<file path="config.mk">
export PLATFORM = sky130hd
export DESIGN_NAME = mem_bus_mux_flat
export DESIGN_NICKNAME = d
export VERILOG_FILES = /design/src/rtl/mem_bus_mux_if.sv /design/src/rtl/mem_bus_mux.sv /design/src/flat_wrapper.sv
export SDC_FILE = /design/constraint.sdc
export NUM_CORES = 1
export LEC_CHECK = 0
export ABC_AREA = 1
export BUFFER_PORTS_ARGS = -buffer_cell sky130_fd_sc_hd__buf_2
export CORE_ASPECT_RATIO = 0.7
export CORE_MARGIN = 8
export CORE_UTILIZATION = 40
export CTS_BUF_LIST = sky130_fd_sc_hd__clkbuf_8
export DETAILED_ROUTE_END_ITERATION = 8
export HOLD_SLACK_MARGIN = 0.05
export PLACE_DENSITY = 0.73
export SLEW_MARGIN = 40
export SYNTH_ARGS = -nofsm -noshare
export SYNTH_HDL_FRONTEND = slang
export SYNTH_SLANG_ARGS = --single-unit
</file>
<file path="constraint.sdc">
create_clock -name clk -period 5.05 [get_ports clk]
set_input_delay 0.7575 -clock clk [delete_from_list [all_inputs] [get_ports clk]]
set_output_delay 0.7575 -clock clk [all_outputs]
set_load 0.01 [all_outputs]
</file>
<file path="src/rtl/mem_bus_mux_if.sv">
// CPU-side request/response bus and slave-side fan-out of the memory bus mux.
// The mux itself uses the slave modport; the CPU (or a bench) uses master.
interface mem_bus_mux_if #(
  parameter int NUM_SLAVES = 4
);
  logic                      mem_valid;
  logic [31:0]               mem_addr;
  logic [31:0]               mem_wdata;
  logic [3:0]                mem_wstrb;
  logic                      mem_ready;
  logic [31:0]               mem_rdata;
  logic [NUM_SLAVES-1:0]     slv_sel;
  logic [3:0]                slv_wstrb;
  logic [31:0]               slv_addr;
  logic [31:0]               slv_wdata;
  logic [32*NUM_SLAVES-1:0]  slv_rdata;
  logic                      err_pulse;
  logic [7:0]                err_count;
  logic [31:0]               err_addr;

  modport slave (
    input  mem_valid, mem_addr, mem_wdata, mem_wstrb, slv_rdata,
    output mem_ready, mem_rdata, slv_sel, slv_wstrb, slv_addr, slv_wdata,
           err_pulse, err_count, err_addr
  );

  modport master (
    output mem_valid, mem_addr, mem_wdata, mem_wstrb, slv_rdata,
    input  mem_ready, mem_rdata, slv_sel, slv_wstrb, slv_addr, slv_wdata,
           err_pulse, err_count, err_addr
  );
endinterface

</file>
<file path="src/rtl/mem_bus_mux.sv">
// Address-decoding memory bus mux: one CPU master to NUM_SLAVES slaves with
// per-slave wait states, single-cycle ready pulse and unmapped-access tracking.
module mem_bus_mux #(
  parameter int                            NUM_SLAVES = 4,
  parameter int                            DEC_LSB    = 12,
  parameter int                            DEC_BITS   = 4,
  parameter logic [NUM_SLAVES*DEC_BITS-1:0] BASE      = {4'h3, 4'h2, 4'h1, 4'h0},
  parameter logic [31:0]                   WAIT       = 32'h0
) (
  input  logic          clk,
  input  logic          rst,
  mem_bus_mux_if.slave  bus
);

  localparam int IDX_W = (NUM_SLAVES > 1) ? $clog2(NUM_SLAVES) : 1;

  typedef enum logic [1:0] {
    S_IDLE   = 2'd0,
    S_ACCESS = 2'd1,
    S_ERR    = 2'd2,
    S_RESP   = 2'd3
  } state_t;

  state_t               r_state;
  state_t               w_state_next;

  logic [31:0]          r_addr;
  logic [31:0]          r_wdata;
  logic [3:0]           r_wstrb;
  logic [IDX_W-1:0]     r_idx;
  logic [3:0]           r_wait;
  logic                 r_first;
  logic [31:0]          r_rdata;
  logic                 r_from_err;
  logic [7:0]           r_err_count;
  logic [31:0]          r_err_addr;

  logic [DEC_BITS-1:0]  w_region;
  logic [NUM_SLAVES-1:0] w_match;
  logic [NUM_SLAVES-1:0] w_sel_onehot;
  logic [31:0]          w_rdata_arr [NUM_SLAVES];
  logic [3:0]           w_wait_arr  [NUM_SLAVES];
  logic                 w_hit;
  logic [IDX_W-1:0]     w_hit_idx;

  assign w_region = bus.mem_addr[DEC_LSB +: DEC_BITS];

  generate
    for (genvar gi = 0; gi < NUM_SLAVES; gi++) begin : g_slave
      assign w_match[gi]      = (w_region == BASE[gi*DEC_BITS +: DEC_BITS]);
      assign w_rdata_arr[gi]  = bus.slv_rdata[32*gi +: 32];
      assign w_wait_arr[gi]   = WAIT[4*gi +: 4];
      assign w_sel_onehot[gi] = (r_idx == IDX_W'(gi));
    end
  endgenerate

  // Scan from the top down so the lowest matching slave index is the last write.
  always_comb begin
    w_hit     = 1'b0;
    w_hit_idx = '0;
    for (int i = NUM_SLAVES - 1; i >= 0; i--) begin
      if (w_match[i]) begin
        w_hit     = 1'b1;
        w_hit_idx = IDX_W'(i);
      end
    end
  end

  always_ff @(posedge clk or posedge rst) begin
    if (rst) begin
      r_state <= S_IDLE;
    end else begin
      r_state <= w_state_next;
    end
  end

  always_comb begin
    w_state_next = r_state;
    case (r_state)
      S_IDLE: begin
        if (bus.mem_valid) begin
          w_state_next = w_hit ? S_ACCESS : S_ERR;
        end
      end
      S_ACCESS: begin
        if (r_wait == 4'd0) begin
          w_state_next = S_RESP;
        end
      end
      S_ERR:   w_state_next = S_RESP;
      S_RESP:  w_state_next = S_IDLE;
      default: w_state_next = S_IDLE;
    endcase
  end

  always_comb begin
    bus.mem_ready = 1'b0;
    bus.mem_rdata = 32'h0;
    bus.err_pulse = 1'b0;
    bus.slv_sel   = '0;
    bus.slv_wstrb = 4'h0;
    case (r_state)
      S_ACCESS: begin
        bus.slv_sel   = w_sel_onehot;
        bus.slv_wstrb = r_first ? r_wstrb : 4'h0;
      end
      S_RESP: begin
        bus.mem_ready = 1'b1;
        bus.mem_rdata = r_rdata;
        bus.err_pulse = r_from_err;
      end
      default: ;
    endcase
  end

  assign bus.slv_addr  = r_addr;
  assign bus.slv_wdata = r_wdata;
  assign bus.err_count = r_err_count;
  assign bus.err_addr  = r_err_addr;

  always_ff @(posedge clk or posedge rst) begin
    if (rst) begin
      r_addr      <= 32'h0;
      r_wdata     <= 32'h0;
      r_wstrb     <= 4'h0;
      r_idx       <= '0;
      r_wait      <= 4'h0;
      r_first     <= 1'b0;
      r_rdata     <= 32'h0;
      r_from_err  <= 1'b0;
      r_err_count <= 8'h0;
      r_err_addr  <= 32'h0;
    end else begin
      case (r_state)
        S_IDLE: begin
          if (bus.mem_valid) begin
            r_addr     <= bus.mem_addr;
            r_wdata    <= bus.mem_wdata;
            r_wstrb    <= bus.mem_wstrb;
            r_idx      <= w_hit_idx;
            r_wait     <= w_hit ? w_wait_arr[w_hit_idx] : 4'h0;
            r_first    <= 1'b1;
            r_from_err <= 1'b0;
          end
        end
        S_ACCESS: begin
          r_first <= 1'b0;
          if (r_wait != 4'h0) begin
            r_wait <= r_wait - 4'h1;
          end else begin
            // Writes complete with zero read data.
            r_rdata <= (r_wstrb == 4'h0) ? w_rdata_arr[r_idx] : 32'h0;
          end
        end
        S_ERR: begin
          r_rdata    <= 32'h0;
          r_err_addr <= r_addr;
          r_from_err <= 1'b1;
          if (r_err_count != 8'hFF) begin
            r_err_count <= r_err_count + 8'h1;
          end
        end
        default: ;
      endcase
    end
  end

endmodule
</file>
<file path="src/flat_wrapper.sv">
// flat-port wrapper written by rule: the top's interface ports become plain ports
module mem_bus_mux_flat 
#(
  parameter int                            NUM_SLAVES = 4,
  parameter int                            DEC_LSB    = 12,
  parameter int                            DEC_BITS   = 4,
  parameter logic [NUM_SLAVES*DEC_BITS-1:0] BASE      = {4'h3, 4'h2, 4'h1, 4'h0},
  parameter logic [31:0]                   WAIT       = 32'h0
)
  (clk, rst, bus_mem_valid, bus_mem_addr, bus_mem_wdata, bus_mem_wstrb, bus_slv_rdata, bus_mem_ready, bus_mem_rdata, bus_slv_sel, bus_slv_wstrb, bus_slv_addr, bus_slv_wdata, bus_err_pulse, bus_err_count, bus_err_addr);
  mem_bus_mux_if #(.NUM_SLAVES(NUM_SLAVES)) bus_i ();
  input  logic clk;
  input  logic rst;
  input wire logic [$bits(bus_i.mem_valid)-1:0] bus_mem_valid;
  input wire logic [$bits(bus_i.mem_addr)-1:0] bus_mem_addr;
  input wire logic [$bits(bus_i.mem_wdata)-1:0] bus_mem_wdata;
  input wire logic [$bits(bus_i.mem_wstrb)-1:0] bus_mem_wstrb;
  input wire logic [$bits(bus_i.slv_rdata)-1:0] bus_slv_rdata;
  output wire logic [$bits(bus_i.mem_ready)-1:0] bus_mem_ready;
  output wire logic [$bits(bus_i.mem_rdata)-1:0] bus_mem_rdata;
  output wire logic [$bits(bus_i.slv_sel)-1:0] bus_slv_sel;
  output wire logic [$bits(bus_i.slv_wstrb)-1:0] bus_slv_wstrb;
  output wire logic [$bits(bus_i.slv_addr)-1:0] bus_slv_addr;
  output wire logic [$bits(bus_i.slv_wdata)-1:0] bus_slv_wdata;
  output wire logic [$bits(bus_i.err_pulse)-1:0] bus_err_pulse;
  output wire logic [$bits(bus_i.err_count)-1:0] bus_err_count;
  output wire logic [$bits(bus_i.err_addr)-1:0] bus_err_addr;
  assign bus_i.mem_valid = bus_mem_valid;
  assign bus_i.mem_addr = bus_mem_addr;
  assign bus_i.mem_wdata = bus_mem_wdata;
  assign bus_i.mem_wstrb = bus_mem_wstrb;
  assign bus_i.slv_rdata = bus_slv_rdata;
  assign bus_mem_ready = bus_i.mem_ready;
  assign bus_mem_rdata = bus_i.mem_rdata;
  assign bus_slv_sel = bus_i.slv_sel;
  assign bus_slv_wstrb = bus_i.slv_wstrb;
  assign bus_slv_addr = bus_i.slv_addr;
  assign bus_slv_wdata = bus_i.slv_wdata;
  assign bus_err_pulse = bus_i.err_pulse;
  assign bus_err_count = bus_i.err_count;
  assign bus_err_addr = bus_i.err_addr;
  mem_bus_mux #(.NUM_SLAVES(NUM_SLAVES), .DEC_LSB(DEC_LSB), .DEC_BITS(DEC_BITS), .BASE(BASE), .WAIT(WAIT)) u_core (.clk(clk), .rst(rst), .bus(bus_i));
endmodule
</file>
# Word level (Yosys, flattened, before mapping)
# Cells that the tools add are included.
[totals]
ff_bits = 150
input_bits = 199
output_inout_bits = 146
elab_cells = 82
[op_classes]
addsub = 2
n_lt_le_gt_ge = 2
eq_ne = 14
muxes = 35
bitwise = 2
n_reduce_logical = 16
[ops]
columns = ["cell", "n"]
rows = [
  ["32-bit 2-to-1 mux", 5],
  ["32-bit binary-select mux with 2-bit select", 1],
  ["32-bit case mux with 2 select lines", 1],
  ["4-bit 2-to-1 mux", 8],
  ["2-bit 2-to-1 mux", 7],
  ["4-bit logical NOT", 3],
  ["2-bit AND reduction", 6],
  ["8-bit by 1-bit adder with 8-bit output, second input constant", 1],
  ["4-bit binary-select mux with 2-bit select", 1],
  ["2-bit == test, second input constant", 4],
  ["4-bit by 2-bit == test with 1-bit output, second input constant", 2],
  ["1-bit 2-to-1 mux", 8],
  ["8-bit inequality test, second input constant", 1],
  ["2-bit case mux with 4 select lines", 1],
  ["4-bit case mux with 2 select lines", 1],
  ["3-bit greater-or-equal comparator, second input constant", 2],
  ["2-bit NOT with 3-bit output", 2],
  ["2-bit nonzero test", 3],
  ["2-bit by 1-bit == test with 1-bit output, second input constant", 2],
  ["4-bit by 1-bit == test with 1-bit output, second input constant", 1],
  ["2-bit logical NOT", 2],
  ["2-bit by 1-bit inequality test with 1-bit output, second input constant", 2],
  ["2-bit inequality test, second input constant", 2],
  ["1-bit case mux with 2 select lines", 2],
  ["3 further kinds", 3],
]

# Longest topological paths before layout
[logic_depth]
ltp_word = 12
ltp_mapped = 9
ltp_nobuf = 8

# Worst setup path after synthesis
# OpenSTA, ideal clock, no wires.
[synth_timing]
kind = "reg2out"
startpoint = "register u_core.r_state[0]"
endpoint = "output port bus_mem_rdata[10]"
arrival_time_ns = 1.225
required_ns = 4.293
setup_slack_ns = 3.067
path_stages_with_launch = 6
n_path_buf = 2
path_cell_list = "dfrtp_1 > ha_1 > clkbuf_1 > clkbuf_1 > nand2_1 > inv_1"
[synth_between]
elab_chain_len = 2
[synth_lines]
columns = ["element", "line_no", "text"]
rows = [
  ["start: declaration", "mem_bus_mux.sv:24", "state_t r_state;"],
  ["start signal: assignment", "mem_bus_mux.sv:73", "r_state <= w_state_next;"],
  ["2-bit == test", "mem_bus_mux.sv:102", "case (r_state)"],
  ["32-bit 2-to-1 mux", "mem_bus_mux.sv:102", ""],
  ["end: declaration", "flat_wrapper.sv:20", "output wire logic [$bits(bus_i.mem_rdata)-1:0] bus_mem_rdata;"],
]
# No other way between the ends.

# Worst setup path in the final report
[layout_timing]
startpoint = "register u_core.r_idx[0]"
endpoint = "output port bus_slv_sel[3]"
[layout_between]
elab_chain_len = 2
[layout_lines]
columns = ["element", "line_no", "text"]
rows = [
  ["start: declaration", "mem_bus_mux.sv:30", "logic [IDX_W-1:0] r_idx;"],
  ["start signal: assignment", "mem_bus_mux.sv:140", "r_idx <= w_hit_idx;"],
  ["2-bit == test", "mem_bus_mux.sv:53", "assign w_sel_onehot[gi] = (r_idx == IDX_W'(gi));"],
  ["4-bit 2-to-1 mux", "mem_bus_mux.sv:102", ""],
  ["end: declaration", "flat_wrapper.sv:21", "output wire logic [$bits(bus_i.slv_sel)-1:0] bus_slv_sel;"],
]
# No other way between the ends.

==> run_results.csv <==
group,metric,value,unit
critical_path,critical_path_class,"register to primary output",
critical_path,cp.arrival,2.28,ns
cells_and_area,final.fill_count,1884,
logic_synthesis,syn_inst,1084,
logic_synthesis,syn_nets,1290,
logic_synthesis,yosys.area.top_type_share,0.498,
placed_design,place_area,0.00936,sq mm
floorplan,fp.dieW,180,um
logic_synthesis,syn_area,0.00753,sq mm
logic_synthesis,synth_seq_area_share,0.498,
critical_path,reg2reg_from,"u_core.r_state[0]$_DFFE_PP0P_",
critical_path,cp_slowest_cell,"buf_4",
sta,finalHoldViolCount,0,
power_and_ir_drop,clockPowerShare,0.163,
cells_and_area,drive_above_1_share,0.283,
cts,cts_resized,0,
sta,fmax,329,MHz
placed_design,hpwl,18.1,mm
power_and_ir_drop,p_int,3.02,mW
cells_and_area,layout.area.seq,0.00375,sq mm
critical_path,start_kind,"register",
floorplan,rows,42,
global_routing,gr-usage-all-layers,0.203,
routing,vias,7638,
cts,ctsHtreeMaxLevel,4,
sta,rsz0062_at_grt,"no",
logic_synthesis,synth_enable_flop_cells,0,
routing,drtIter0Drc,475,
global_routing,overflow,0,
routing,wl,24.3,mm
sta,relSlewSlack,0.510,
sta,slew_violations,0,
power_and_ir_drop,p_leak,6.23,nW
placed_design,dp_slack,2.44,ns
routing,wl_per_cell,14.7,um
logic_synthesis,syn_area_per_cell,6.95,sq um
cells_and_area,design_area,0.00974,sq mm
floorplan,die-area,0.0235,sq mm
global_routing,grt_first_pass_wirelength,39.0,mm
floorplan,die_h,131,um
critical_path,cpPeakStageDelay,0.51,ns
run,max-cap-violations,0,
logic_synthesis,yosys_most_used_dff,"dfrtp_1",
global_routing,antenna_found_initial,1,
logic_synthesis,synth_cell_types,24,
critical_path,cp.required,4.29,ns
sta,fin_hold_ws,0.373,ns
routing,via_per_inst,4.61,
cts,root_buffer,"clkbuf_8",
cts,cts_setup_buffers,0,
sta,final-setup-viol-count,0,
status,outcome,"finished, final reports clean",
floorplan,start_util,0.404,
sta,setup_tns,0,ns
critical_path,critPathCaptureType,"primary output",
sta,fin_crit,3.04,ns
cts,cts_hold_buf,0,
logic_synthesis,synth_area_leaders,"dfrtp_1 50%, nand2_1 36%, nand3_1 2.8%, inv_1 2.7%, buf_2 2.0%",
logic_synthesis,ys_seq_elements,150,
cts,clk_pin_slew,0.10,ns
critical_path,cp-startpoint,"u_core.r_idx[0]$_DFFE_PP0P_",
placed_design,io_buffer_count,344,
floorplan,core_area,0.0187,sq mm
logic_synthesis,synth_commonest_cells,"720 x nand2_1, 150 x dfrtp_1, 55 x inv_1",
cells_and_area,area_delta_synth_final,29.3,%
logic_synthesis,yosys_warnings,0,
cts,cts_buffers,17,
critical_path,crit_chain,"buf_4 -> inv_2 -> nor3_1 -> buf_2",
logic_synthesis,ys_async_sr_fraction,1.00,
sta,fin_skew,0.0217,ns
sta,fin_crit_sh,0.602,
global_routing,grt_max_degree,69,
floorplan,io_pins,345,
power_and_ir_drop,p_sw_frac,0.460,
placed_design,place_congestion,0.820,
min_path,hold_class,"primary input to asynchronous set/reset pin",
cts,cts_buffer_depth,2,
logic_synthesis,synth_most_common_cell,"nand2_1",
power_and_ir_drop,ir_worst_vdd,275,uV
power_and_ir_drop,power_frac_seq,0.369,
cts,clock-sinks,150,
cts,clk_latency,0.43,ns
global_routing,grt_pass1_vias,7661,
routing,drc_errors,0,
routing,dr.pass1.iters,5,
cells_and_area,multiInputGateArea,0.00326,sq mm
power_and_ir_drop,p_switching,2.58,mW
sta,worst_slack,2.01,ns
routing,drtAntennaViolNets,0,
power_and_ir_drop,p_comb_frac,0.468,
cells_and_area,nets,1609,
cts,cts_tree,"yes",
logic_synthesis,yosys.area.top_type,"dfrtp_1",
power_and_ir_drop,p_per_area,575,mW/mm^2
sta,tightest_slew,0.735,ns
critical_path,cp_max_fo,67,
[state kept, by name, indices dropped and copies added (netlist names)]
| register | cells |
|---|---|
| u_core.r_idx | 2 |
| u_core.bus.err_addr | 32 |
| u_core.r_from_err | 1 |
| u_core.bus.slv_wdata | 32 |
| u_core.r_first | 1 |
| u_core.bus.err_count | 8 |
| u_core.r_state | 2 |
| u_core.bus.slv_addr | 32 |
| u_core.r_wstrb | 4 |
| u_core.r_rdata | 32 |
| u_core.r_wait | 4 |
[final timing paths]
path,end,slack [ns],depth (start not counted)
worst min-delay path,u_core.bus.slv_wdata[6]$_DFFE_PP0P_,0.37,2
worst max-delay path,bus_slv_sel[3],2.01,4
max in group asynchronous,u_core.r_rdata[21]$_DFFE_PP0P_,3.58,3
worst max register to register,u_core.r_rdata[23]$_DFFE_PP0P_,2.66,10
worst min register to register,u_core.bus.err_addr[22]$_DFFE_PP0P_,0.47,2
min in group clk,u_core.bus.err_addr[22]$_DFFE_PP0P_,0.47,2
[routing by layer]
metal | part of all wire | GRT usage | vias up
met2 | 0.48 | 0.345 | 207
met3 | 0.079 | 0.0660 | 26
met4 | 0.013 | 0.0606 | 2
li1 | - | - | 3878
met1 | 0.43 | 0.247 | 3525
met5 | 0.00041 | 0 | -
[per-stage QoR]
step / power, mW / cells / utilization
floorplan: 3.83 / 1084 / -
global placement: 4.67 / 1626 / 0.501
detailed placement: 4.74 / 1626 / 0.501
CTS: 5.67 / 1657 / 0.522
global route: 6.13 / 1657 / 0.522
finish: 5.60 / 1658 / 0.522
[area by class of cell]
cell class              count  share of cell area
repair buffers            355               0.185
clock buffers              18              0.0254
flip-flops and latches    150               0.385
clock inverters            13              0.0139
multi-input cells         818               0.334
inverters                  61              0.0241
diodes                      1            0.000257
well taps                 242              0.0311
[cells by family (layout without fill, tap and decap cells)]
group | count (synthesis) | count (layout) | share of synthesized area
simple gates | 788 | 788 | 0.403
compound gates | 20 | 20 | 0.0141
buf+inv | 116 | 447 | 0.0698
other cells | 0 | 1 | 0
flops | 150 | 150 | 0.498
fa+ha+maj | 7 | 7 | 0.0116
xor+xnor | 3 | 3 | 0.00349
[power by group through the flow]
stage | Sequential (mW) | Clock, mW | Combinational, mW
after detailed placement | 2.07 | 0 | 2.66
after CTS | 2.06 | 0.943 | 2.66
after global placement | 2.07 | 0 | 2.60
after floorplan | 2.21 | 0 | 1.62
after global routing | 2.14 | 0.995 | 2.99
final | 2.07 | 0.912 | 2.62
[critical path: cells and delay by family (launching register included)]
kind | cells | cell delay, ns
buffers and inverters | 3 | 1.16
DFF | 1 | 0.34
and+or+nand+nor | 1 | 0.34
[layout by cell type, fill, tap and decap left out, drive strengths merged]
cell type	count
o21ai	16
a21oi	1
nor2	16
clkinv	2
a22o	1
buf	355
xnor2	2
o22ai	2
nor3	4
xor2	1
ha	7
clkbuf	18
nand2	722
or2	2
clkinvlp	4
dfrtp	150
bufinv	1
nand3	42
diode	1
nand4	2
inv	67
No activity file was read; power rests on OpenSTA's default activity.
